===== src/rtl/vga_sync_recovery.sv =====
// Sink-side sync recovery: measures line/frame length from incoming hsync/vsync,
// rebuilds hpos/vpos tracking the source, and gates display_on on stable timing.
module vga_sync_recovery #(
  parameter int H_DISPLAY   = 640,
  parameter int V_DISPLAY   = 480,
  parameter int H_EDGE_POS  = 658,
  parameter int V_EDGE_POS  = 0,
  parameter int LOCK_LINES  = 4,
  parameter int LOCK_FRAMES = 2
) (
  input  logic       clk,
  input  logic       reset,
  input  logic       hsync_in,
  input  logic       vsync_in,
  output logic [9:0] hpos,
  output logic [9:0] vpos,
  output logic       display_on,
  output logic [9:0] h_total,
  output logic [9:0] v_total,
  output logic       h_locked,
  output logic       v_locked
);

  localparam int HLW = $clog2(LOCK_LINES + 1);
  localparam int VLW = $clog2(LOCK_FRAMES + 1);
  localparam logic [HLW-1:0] HLK_SAT = HLW'(LOCK_LINES);
  localparam logic [VLW-1:0] VLK_SAT = VLW'(LOCK_FRAMES);
  localparam logic [9:0]     CNT_SAT = 10'h3ff;

  logic           hs_q, vs_q, h_arm_q, v_arm_q;
  logic [9:0]     h_cnt_q, h_cnt_d, h_total_q, h_total_d;
  logic [9:0]     hpos_q, hpos_d, vpos_q, vpos_d;
  logic [9:0]     l_cnt_q, l_cnt_d, v_total_q, v_total_d;
  logic [HLW-1:0] hlk_q, hlk_d;
  logic [VLW-1:0] vlk_q, vlk_d;
  logic           h_rise, v_rise, h_wrap;
  logic [9:0]     h_len, v_len;

  // A sync already high out of reset must fall before its first edge counts.
  assign h_rise = hsync_in & ~hs_q & h_arm_q;
  assign v_rise = vsync_in & ~vs_q & v_arm_q;
  assign h_wrap = (h_total_q != 10'd0) && (hpos_q == h_total_q - 10'd1);
  assign h_len  = (h_cnt_q == CNT_SAT) ? 10'd0 : h_cnt_q + 10'd1;
  // The wrap on the capturing clock closes the ending frame, so it is counted.
  assign v_len  = (l_cnt_q == CNT_SAT) ? 10'd0 : l_cnt_q + {9'd0, h_wrap};

  always_comb begin
    h_cnt_d   = h_cnt_q;
    h_total_d = h_total_q;
    hlk_d     = hlk_q;
    hpos_d    = hpos_q;
    vpos_d    = vpos_q;
    l_cnt_d   = l_cnt_q;
    v_total_d = v_total_q;
    vlk_d     = vlk_q;

    if (h_rise) begin
      h_cnt_d   = 10'd0;
      h_total_d = h_len;
      if (h_len == h_total_q && h_len != 10'd0)
        hlk_d = (hlk_q == HLK_SAT) ? hlk_q : hlk_q + 1'b1;
      else
        hlk_d = HLW'(1);
    end else if (h_cnt_q == CNT_SAT) begin
      h_total_d = 10'd0;
      hlk_d     = '0;
    end else begin
      h_cnt_d = h_cnt_q + 10'd1;
    end

    if (h_rise)                  hpos_d = 10'(H_EDGE_POS);
    else if (h_wrap)             hpos_d = 10'd0;
    else if (hpos_q != CNT_SAT)  hpos_d = hpos_q + 10'd1;

    if (v_rise)                           vpos_d = 10'(V_EDGE_POS);
    else if (h_wrap && vpos_q != CNT_SAT) vpos_d = vpos_q + 10'd1;

    if (v_rise) begin
      l_cnt_d   = 10'd0;
      v_total_d = v_len;
    end else if (h_wrap && l_cnt_q != CNT_SAT) begin
      l_cnt_d = l_cnt_q + 10'd1;
    end

    // Frame lock restarts from scratch whenever line lock is lost.
    if (!h_locked)
      vlk_d = '0;
    else if (v_rise) begin
      if (v_len == v_total_q && v_len != 10'd0)
        vlk_d = (vlk_q == VLK_SAT) ? vlk_q : vlk_q + 1'b1;
      else
        vlk_d = VLW'(1);
    end
  end

  always_ff @(posedge clk or posedge reset) begin
    if (reset) begin
      hs_q      <= 1'b0;
      vs_q      <= 1'b0;
      h_arm_q   <= 1'b0;
      v_arm_q   <= 1'b0;
      h_cnt_q   <= '0;
      h_total_q <= '0;
      hlk_q     <= '0;
      hpos_q    <= '0;
      vpos_q    <= '0;
      l_cnt_q   <= '0;
      v_total_q <= '0;
      vlk_q     <= '0;
    end else begin
      hs_q      <= hsync_in;
      vs_q      <= vsync_in;
      h_arm_q   <= h_arm_q | ~hsync_in;
      v_arm_q   <= v_arm_q | ~vsync_in;
      h_cnt_q   <= h_cnt_d;
      h_total_q <= h_total_d;
      hlk_q     <= hlk_d;
      hpos_q    <= hpos_d;
      vpos_q    <= vpos_d;
      l_cnt_q   <= l_cnt_d;
      v_total_q <= v_total_d;
      vlk_q     <= vlk_d;
    end
  end

  assign hpos       = hpos_q;
  assign vpos       = vpos_q;
  assign h_total    = h_total_q;
  assign v_total    = v_total_q;
  assign h_locked   = (hlk_q >= HLK_SAT);
  assign v_locked   = h_locked & (vlk_q >= VLK_SAT);
  assign display_on = h_locked & v_locked &
                      (hpos_q < 10'(H_DISPLAY)) & (vpos_q < 10'(V_DISPLAY));

endmodule


===== config.mk =====
export PLATFORM = sky130hd
export DESIGN_NAME = vga_sync_recovery
export DESIGN_NICKNAME = d
export VERILOG_FILES = /design/src/rtl/vga_sync_recovery.sv
export SDC_FILE = /design/constraint.sdc
export NUM_CORES = 1
export LEC_CHECK = 0
export CAP_MARGIN = 30
export CORE_ASPECT_RATIO = 0.9
export CORE_MARGIN = 8
export CORE_UTILIZATION = 30
export DETAILED_ROUTE_END_ITERATION = 10
export SYNTH_ARGS = -nofsm -noshare
export SYNTH_HDL_FRONTEND = slang
export SYNTH_SLANG_ARGS = --single-unit

===== constraint.sdc =====
create_clock -name clk -period 5.8 [get_ports clk]
set_input_delay 1.16 -clock clk [delete_from_list [all_inputs] [get_ports clk]]
set_output_delay 1.16 -clock clk [all_outputs]
set_load 0.01 [all_outputs]

==> results_dict.tcl, run 1 <==
set metrics [dict create \
    hold_viol_final 0 \
    final_nets 622 \
    fin_skew_ns 0.0113 \
    synth-seq-cells 69 \
    cp.arrival_ns 5.03 \
    maxSlewViolCount 0 \
    row_count 44 \
    outcome "finished, final reports clean" \
    critPathMaxFanout 30 \
    drv_cap 0 \
    cts-resized-gates 0 \
    drcViolationCount 0 \
    cts_setup_buffers 0 \
    drt_pass1_iterations 4 \
    synth.avg_cell_area_um2 8.27 \
    netlist_instances 596 \
    synth_fp_nets 610 \
    synth-seq-area-share_pct 35.0 \
    die_y_um 138 \
    grt_max_degree 37 \
    rsz0062_at_grt "no" \
    viasPerCell 5.69 \
    fin_util_pct 36.2 \
    routabilityCongestion 0.845 \
    power.leakage_nw 2.25 \
    setup_tns_ns 0 \
    portBuffers 46 \
    clock-root-buffer "clkbuf_16" \
    syn-cell-area_um2 4930 \
    clk_latency_ns 0.36 \
    first_global_vias 4334 \
    worstSetupPathType "reg -> reg" \
    worstSetupEndpointType "flop" \
    ys_types 72 \
    ys.flop_type "dfrtp_1" \
    worstSetupStartpointType "flop" \
    async_flop_share_pct 100 \
    synth_edf_count 0 \
    drive_above_1_share_pct 6.20 \
    cts.sinks 69 \
    fin_crit_sh_pct 82.4 \
    post-dp-hpwl_um 10000 \
    grt_pass1_wl_um 22900 \
    tritoncts "built" \
    overflow 0 \
    tightest_slew_ns 0.919 \
    instances_no_fill 820 \
    wire_per_inst_um 17.2 \
    postCtsHoldBufs 0 \
    min_path_type "reg -> reg" \
    antenna_cells 0 \
    p_per_area_nw_per_um2 287 \
    clk_pin_slew_ns 0.06 \
    clk_path_buf_depth 2 \
    ios 47 \
    power_w 0.00168 \
    die_w_um 151 \
    grt.total_usage_pct 14.0 \
    vias 4662 \
    dieArea_um2 20800 \
    numCtsBuffers 9 \
    totalWireLength_um 14100 \
    cts_htree_levels 3 \
    worst_ir_drop_vdd_v 0.000145 \
    min_period_ns 4.78 \
    required_ns 6.05 \
    core_um2 16100 \
    synth-warning-count 0 \
    drtIter0Drc 359 \
    drtAntennaViolNets 0 \
    antenna_found_initial 0 \
    finalInstanceArea_um2 5840 \
    dpl_cell_area_um2 5480 \
    max_freq_mhz 209 \
    initial_core_util_pct 30.6 \
    dp.cells 804 \
    area_growth_pct 18.5 \
    slew_headroom_pct 38.5 \
    setup_violations 0 \
]
## cell usage after synthesis, drive strengths merged (4+ instances only)
cell / count / share of area [%]
dfrtp: 69 / 35
nand2: 60 / 4.6
a21oi: 39 / 4.0
clkbuf: 38 / 2.9
nand3: 38 / 3.9
nor2: 38 / 2.9
o21ai: 34 / 3.5
xnor2: 25 / 4.4
inv: 19 / 1.4
xor2: 18 / 3.2
nand4: 17 / 2.2
nor3: 17 / 1.7
buf: 13 / 1.6
o31ai: 13 / 2.0
or3: 13 / 1.7
and3: 11 / 1.4
ha: 10 / 2.5
or4: 8 / 1.2
a211oi: 7 / 1.1
o2111ai: 7 / 1.2
nor2b: 6 / 0.76
nor3b: 6 / 0.91
o41ai: 6 / 1.1
a31oi: 5 / 0.63
and2: 5 / 0.63
nor4: 5 / 0.94
a41oi: 4 / 0.71
and4: 4 / 0.71
nand2b: 4 / 0.51
## critical path, cell delays in order, from the launching register on
cell,delay [ns]
dfrtp_1,0.49
inv_1,0.10
ha_1,0.24
and2_1,0.20
nor4b_1,0.32
a31o_2,0.15
and4_1,0.27
o21ai_2,0.07
buf_4,0.22
inv_1,0.10
ha_1,0.22
ha_1,0.46
nor2_1,0.10
a2111oi_0,0.43
nand3_1,0.12
o221a_2,0.28
nor4_1,0.52
a31oi_1,0.16
o211a_1,0.23
## final timing paths
path	startpoint	slack, ns	depth (start not counted)	endpoint
worst max-delay path	h_total[0]$_DFFE_PP0P_	1.02	18	vlk_q[0]$_DFFE_PP0P_
worst min-delay path	h_arm_q$_DFF_PP0_	0.47	1	h_arm_q$_DFF_PP0_
worst max register to register	h_total[0]$_DFFE_PP0P_	1.02	18	vlk_q[0]$_DFFE_PP0P_
worst min register to register	h_arm_q$_DFF_PP0_	0.47	1	h_arm_q$_DFF_PP0_
max in group asynchronous	reset	3.58	3	hpos[6]$_DFFE_PP0P_
min in group asynchronous	reset	1.27	2	h_arm_q$_DFF_PP0_
## cell usage in the layout (no fill, tap or decap), types with 4 or more instances in the layout
cell,n
clkdlybuf4s50_1,46
a31oi_1,5
or4_1,8
and4_1,4
nor2_1,37
nand3_1,38
a211oi_1,7
nand2b_1,4
nor3b_1,6
nand4_1,17
o21ai_0,33
nand2_1,60
and3_1,11
a21oi_1,38
o41ai_1,6
nor3_1,16
nor4_1,4
a41oi_1,4
o31ai_1,13
ha_1,10
or3_1,13
xnor2_1,25
nor2b_1,6
xor2_1,18
clkbuf_16,9
dfrtp_1,69
and2_1,5
inv_1,18
buf_4,6
o2111ai_1,7
## metrics by stage
step	worst slack, ns	hold slack (ns)
final	1.02	0.470
after global routing	0.694	0.499
after CTS	1.08	0.470
after detailed placement	1.08	0.452
after global placement	1.32	0.449
after floorplan	1.45	0.435
## layer usage
| layer | global-route usage (%) | part of all wire [%] |
|---|---|---|
| met5 | 0 | 0 |
| met1 | 19.1 | 48 |
| met3 | 4.01 | 7.4 |
| met4 | 5.71 | 1.8 |
| met2 | 20.4 | 43 |
## cells by family (layout without fill, tap and decap cells)
group | count (synthesis) | count (layout) | synth area share [%]
buf+inv | 70 | 87 | 5.94
fa+ha+maj | 10 | 10 | 2.54
mux | 3 | 3 | 0.635
compound gates | 150 | 150 | 20.6
xor+xnor | 44 | 44 | 8.10
simple gates | 250 | 250 | 27.2
flops | 69 | 69 | 35.0
## sequential cells by signal (all words and copies together), names as in the netlist
register / cells
h_cnt_q: 10
h_total: 10
hpos: 10
l_cnt_q: 10
v_total: 10
vpos: 10
hlk_q: 3
vlk_q: 2
h_arm_q: 1
hs_q: 1
v_arm_q: 1
vs_q: 1
## power breakdown
part           internal, W  switching [W]
Combinational     0.000184       0.000194
Sequential        0.000520       0.000103
Clock             0.000444       0.000229
Total              0.00115       0.000526
## area by class of cell
cell class,count,area (µm²)
clock buffers,11,253
clock inverters,5,106
fillers,1623,10300
inverters,19,71.3
multi-input cells,457,2920
flip-flops and latches,69,1730
well taps,207,259
repair buffers,52,505
Note: power is estimated with default switching activity, not from simulation.
==> run 2, diff against run 1 <==
clock period = 4.3 ns   (was 5.8 ns; I/O delays follow)
==> results_dict.tcl, run 2 (synthesis gave the netlist of run 1 again) <==
set metrics [dict create \
    drt_pass1_iterations 5 \
    row_count 44 \
    core_um2 16100 \
    drtIter0Drc 499 \
    r2r_cells 17 \
    cp_top_family "compound AO/OA/AOI/OAI gates" \
    r2r_end "vlk_q[0]$_DFFE_PP0P_" \
    required_ns 4.53 \
    routabilityCongestion 0.900 \
    critPathMaxFanout 13 \
    totalWireLength_um 13900 \
    p_per_area_nw_per_um2 365 \
    numCtsBuffers 9 \
    clk_latency_ns 0.34 \
    die_w_um 151 \
    ios 47 \
    cts_htree_levels 3 \
    post-dp-hpwl_um 10000 \
    die_y_um 138 \
    initial_core_util_pct 30.6 \
    cp.arrival_ns 4.23 \
    grt.total_usage_pct 13.8 \
    final_nets 630 \
    max_stage_delay_ns 0.44 \
    drive_above_1_share_pct 7.73 \
    dpl_cell_area_um2 5550 \
    maxSlewViolCount 0 \
    worstSetupStartpointType "flop" \
    overflow 0 \
    worst_ir_drop_vdd_v 0.000178 \
    antenna_found_initial 0 \
    cts_setup_buffers 0 \
    worstSetupPathType "reg -> reg" \
    mostFrequentLayoutCell "dfrtp_1" \
    clk_pin_slew_ns 0.06 \
    setup_violations 0 \
    crit_top_cell "inv_1" \
    portBuffers 46 \
    worst-r2r-setup-slack_ns 0.30 \
    min_path_type "reg -> reg" \
    cp.depth 17 \
    cp_slowest_cell "dfrtp_1" \
    final_cell_mix "69 x dfrtp_1, 60 x nand2_1, 46 x clkdlybuf4s50_1" \
    drv_cap 0 \
    tritoncts "built" \
    slew_headroom_pct 40.4 \
    min_from "h_arm_q$_DFF_PP0_" \
    hold_viol_final 0 \
    max_freq_mhz 250 \
    worstSetupEndpointType "flop" \
    area_growth_pct 19.4 \
    fin_skew_ns 0.00660 \
    fill_cells 1621 \
    tightest_slew_ns 0.893 \
    setup_tns_ns 0 \
    outcome "finished, final reports clean" \
    power.leakage_nw 2.27 \
    grt_max_degree 41 \
    min_delay_worst_endpoint "h_arm_q$_DFF_PP0_" \
    rsz0062_at_grt "no" \
    clock-root-buffer "clkbuf_16" \
    fin_crit_sh_pct 93.1 \
    drcViolationCount 0 \
    cts.sinks 69 \
    first_global_vias 4488 \
    viasPerCell 5.68 \
    grt_pass1_wl_um 22800 \
    crit_start "h_total[0]$_DFFE_PP0P_" \
    wire_per_inst_um 16.7 \
    cp_num_buf_inv 2 \
    power_w 0.00215 \
    antenna_cells 0 \
    finalInstanceArea_um2 5880 \
    drtAntennaViolNets 0 \
    min_period_ns 4.00 \
    crit_chain "inv_1 -> ha_1 -> and2_1 -> nor4b_1 -> a31o_2 -> and4_1 -> o21ai_2 -> inv_1 -> ha_2 -> ha_4 -> nor2_1 -> a2111oi_1 -> nand3_1 -> o221a_2 -> nor4_4 -> a31oi_1 -> o211a_1" \
    clk_path_buf_depth 2 \
    vias 4702 \
    dieArea_um2 20800 \
    hold_depth 1 \
    worstReg2RegStart "h_total[0]$_DFFE_PP0P_" \
]
-- run 2: layer usage --
layer | up-vias | track usage (%) | part of all wire [%]
li1 | 2242 | - | -
met1 | 2301 | 18.1 | 45
met2 | 138 | 21.0 | 47
met3 | 21 | 3.22 | 6.0
met4 | 0 | 6.32 | 2.0
met5 | - | 0 | 0
-- run 2: area by class of cell --
class                   count  area [µm²]  area share [%]
flip-flops and latches     69        1730            29.3
well taps                 207         259            4.40
inverters                  19        71.3            1.21
clock buffers              13         270            4.59
clock inverters             3        42.5           0.723
repair buffers             60         566            9.61
multi-input cells         457        2950            50.1
-- run 2: worst max path at each step --
stage	to	slack, ns
3_3_place_gp	vlk_q[0]$_DFFE_PP0P_	0.32
6_report	vlk_q[0]$_DFFE_PP0P_	0.30
2_1_floorplan	vlk_q[0]$_DFFE_PP0P_	0.02
4_1_cts	vlk_q[0]$_DFFE_PP0P_	0.04
5_1_grt	vlk_q[0]$_DFFE_PP0P_	0.02
3_5_place_dp	vlk_q[0]$_DFFE_PP0P_	0.06
-- run 2: what timing repair did --
item                       CTS  global route
setup endpoints to repair    0             2
hold buffers                 0             0
resized for setup            0             7
-- run 2: through the flow --
stage               setup WS (ns)  util [%]  std cells  hold WS [ns]
global placement            0.320      34.4        812         0.449
detailed placement         0.0599      34.4        812         0.453
finish                      0.299      36.5        828         0.462
CTS                        0.0418      36.3        828         0.470
floorplan                  0.0153         -        596         0.435
global route               0.0189      36.5        828         0.494
-- run 2: power by group --
part	internal [W]	switching, W	leakage [nW]
combinational	0.000269	0.000295	1.22
clock	0.000496	0.000282	0.152
sequential	0.000703	0.000104	0.905
total	0.00147	0.000681	2.27
==> run 3, diff against run 2 <==
CAP_MARGIN = 25   (was 30)
CORE_MARGIN = 2   (was 8)
==> results_dict.tcl, run 3 (synthesis gave the netlist of run 1 again) <==
set metrics [dict create \
    crit_chain "inv_1 -> ha_1 -> and2_1 -> a211o_1 -> a31o_2 -> and4_1 -> o21ai_2 -> inv_1 -> ha_1 -> ha_4 -> or3_1 -> o21ai_0 -> o21ai_0 -> a2bb2o_1 -> nor4_4 -> a31oi_1 -> o211a_1" \
    r2r_cells 17 \
    crit_start "h_total[0]$_DFFE_PP0P_" \
    overflow 0 \
    min_period_ns 3.97 \
    ios 47 \
    r2r_end "vlk_q[0]$_DFFE_PP0P_" \
    final_cell_mix "69 x dfrtp_1, 60 x nand2_1, 46 x clkdlybuf4s50_1" \
    drt_pass1_iterations 5 \
    fin_crit_sh_pct 92.4 \
    die_y_um 126 \
    hold_viol_final 0 \
    tritoncts "built" \
    cp_num_buf_inv 2 \
    row_count 44 \
    vias 4640 \
    wire_per_inst_um 16.2 \
    clk_path_buf_depth 2 \
    cp.depth 17 \
    cp_slowest_cell "dfrtp_1" \
    worstSetupStartpointType "flop" \
    drive_above_1_share_pct 7.88 \
    cp.arrival_ns 4.20 \
    pwr-share-comb_pct 25.5 \
    grt_pass1_wl_um 22100 \
    max_freq_mhz 252 \
    totalWireLength_um 13500 \
    min_path_type "reg -> reg" \
    finalInstanceArea_um2 5920 \
    p_per_area_nw_per_um2 375 \
    fin_ws_ns 0.329 \
    routabilityCongestion 0.902 \
    portBuffers 46 \
    power_frac_seq_pct 36.3 \
    clk_latency_ns 0.35 \
    pre_cts_slack_ns 0.165 \
    clk_pin_slew_ns 0.06 \
    grt.total_usage_pct 15.6 \
    drcViolationCount 0 \
    drtAntennaViolNets 0 \
    p_int_w 0.00152 \
    slew_headroom_pct 45.8 \
    worstSetupEndpointType "flop" \
    core_um2 16100 \
    cts_htree_levels 3 \
    drv_cap 0 \
    worstSetupPathType "reg -> reg" \
    worstReg2RegStart "h_total[0]$_DFFE_PP0P_" \
    cp_top_family "compound AO/OA/AOI/OAI gates" \
    worst-r2r-setup-slack_ns 0.33 \
    required_ns 4.53 \
    maxSlewViolCount 0 \
    numCtsBuffers 9 \
    endpoint "vlk_q[0]$_DFFE_PP0P_" \
    initial_core_util_pct 30.6 \
    cts.sinks 69 \
    die_w_um 139 \
    antenna_found_initial 0 \
    antenna_cells 0 \
    fill_cells 1601 \
    sw_frac_of_total_pct 31.3 \
    max_stage_delay_ns 0.44 \
    setup_tns_ns 0 \
    mostFrequentLayoutCell "dfrtp_1" \
    dieArea_um2 17500 \
    grt_max_degree 34 \
    drtIter0Drc 400 \
    cts_setup_buffers 0 \
    final_nets 632 \
    clkPwrFrac_pct 38.1 \
    first_global_vias 4369 \
    switchingPower_w 0.000693 \
    critPathMaxFanout 13 \
    area_growth_pct 20.1 \
    outcome "finished, final reports clean" \
    clock-root-buffer "clkbuf_16" \
    power.leakage_nw 2.30 \
    tightest_slew_ns 0.811 \
    post-dp-hpwl_um 9520 \
    worst_ir_drop_vdd_v 0.000176 \
    setup_violations 0 \
    viasPerCell 5.60 \
    dpl_cell_area_um2 5560 \
    fin_skew_ns 0.00578 \
]
==> run 3: area by class of cell <==
type | count | area (µm²) | share of cell area (%)
Clock buffer | 12 | 267 | 4.50
Clock inverter | 3 | 67.6 | 1.14
Multi-Input combinational cell | 457 | 2950 | 49.8
Timing Repair Buffer | 62 | 581 | 9.81
Sequential cell | 69 | 1730 | 29.2
Tap cell | 207 | 259 | 4.38
Inverter | 19 | 71.3 | 1.21
==> run 3: stage by stage <==
step / total power (W) / util (%) / cells / hold WS (ns)
after floorplan: 0.00119 / - / 596 / 0.435
after global placement: 0.00136 / 34.5 / 814 / 0.449
after detailed placement: 0.00138 / 34.5 / 814 / 0.453
after CTS: 0.00223 / 36.5 / 829 / 0.470
after global routing: 0.00233 / 36.7 / 829 / 0.492
final: 0.00222 / 36.7 / 829 / 0.468
==> run 3: power by group through the flow <==
| stage | Clock [W] | Combinational (W) | Sequential (W) |
|---|---|---|---|
| 5_1_grt | 0.000891 | 0.000623 | 0.000818 |
| 6_report | 0.000846 | 0.000566 | 0.000806 |
| 3_5_place_dp | 0 | 0.000561 | 0.000815 |
| 4_1_cts | 0.000860 | 0.000564 | 0.000804 |
| 2_1_floorplan | 0 | 0.000405 | 0.000783 |
| 3_3_place_gp | 0 | 0.000547 | 0.000815 |
==> run 3: repair_timing <==
action / CTS / global route
hold endpoints to repair: 0 / 0
gates resized for setup: 0 / 6
endpoints found under the setup margin: 0 / 2
hold buffers: 0 / 0
==> run 3: worst min path at each step <==
stage | startpoint | end | slack (ns) | cells after the start
2_1_floorplan | h_arm_q$_DFF_PP0_ | h_arm_q$_DFF_PP0_ | 0.43 | 1
3_3_place_gp | v_arm_q$_DFF_PP0_ | v_arm_q$_DFF_PP0_ | 0.45 | 1
3_5_place_dp | v_arm_q$_DFF_PP0_ | v_arm_q$_DFF_PP0_ | 0.45 | 1
4_1_cts | v_arm_q$_DFF_PP0_ | v_arm_q$_DFF_PP0_ | 0.47 | 1
5_1_grt | v_arm_q$_DFF_PP0_ | v_arm_q$_DFF_PP0_ | 0.49 | 1
6_report | v_arm_q$_DFF_PP0_ | v_arm_q$_DFF_PP0_ | 0.47 | 1
==> run 3: per-layer routing <==
metal  share of wire [%]  global-route usage (%)  wire [µm]
met1                  49                    21.6       6620
met2                  44                    22.8       5950
met3                 4.5                    3.45        601
met4                 2.2                    8.14        296
met5                   0                       0          0
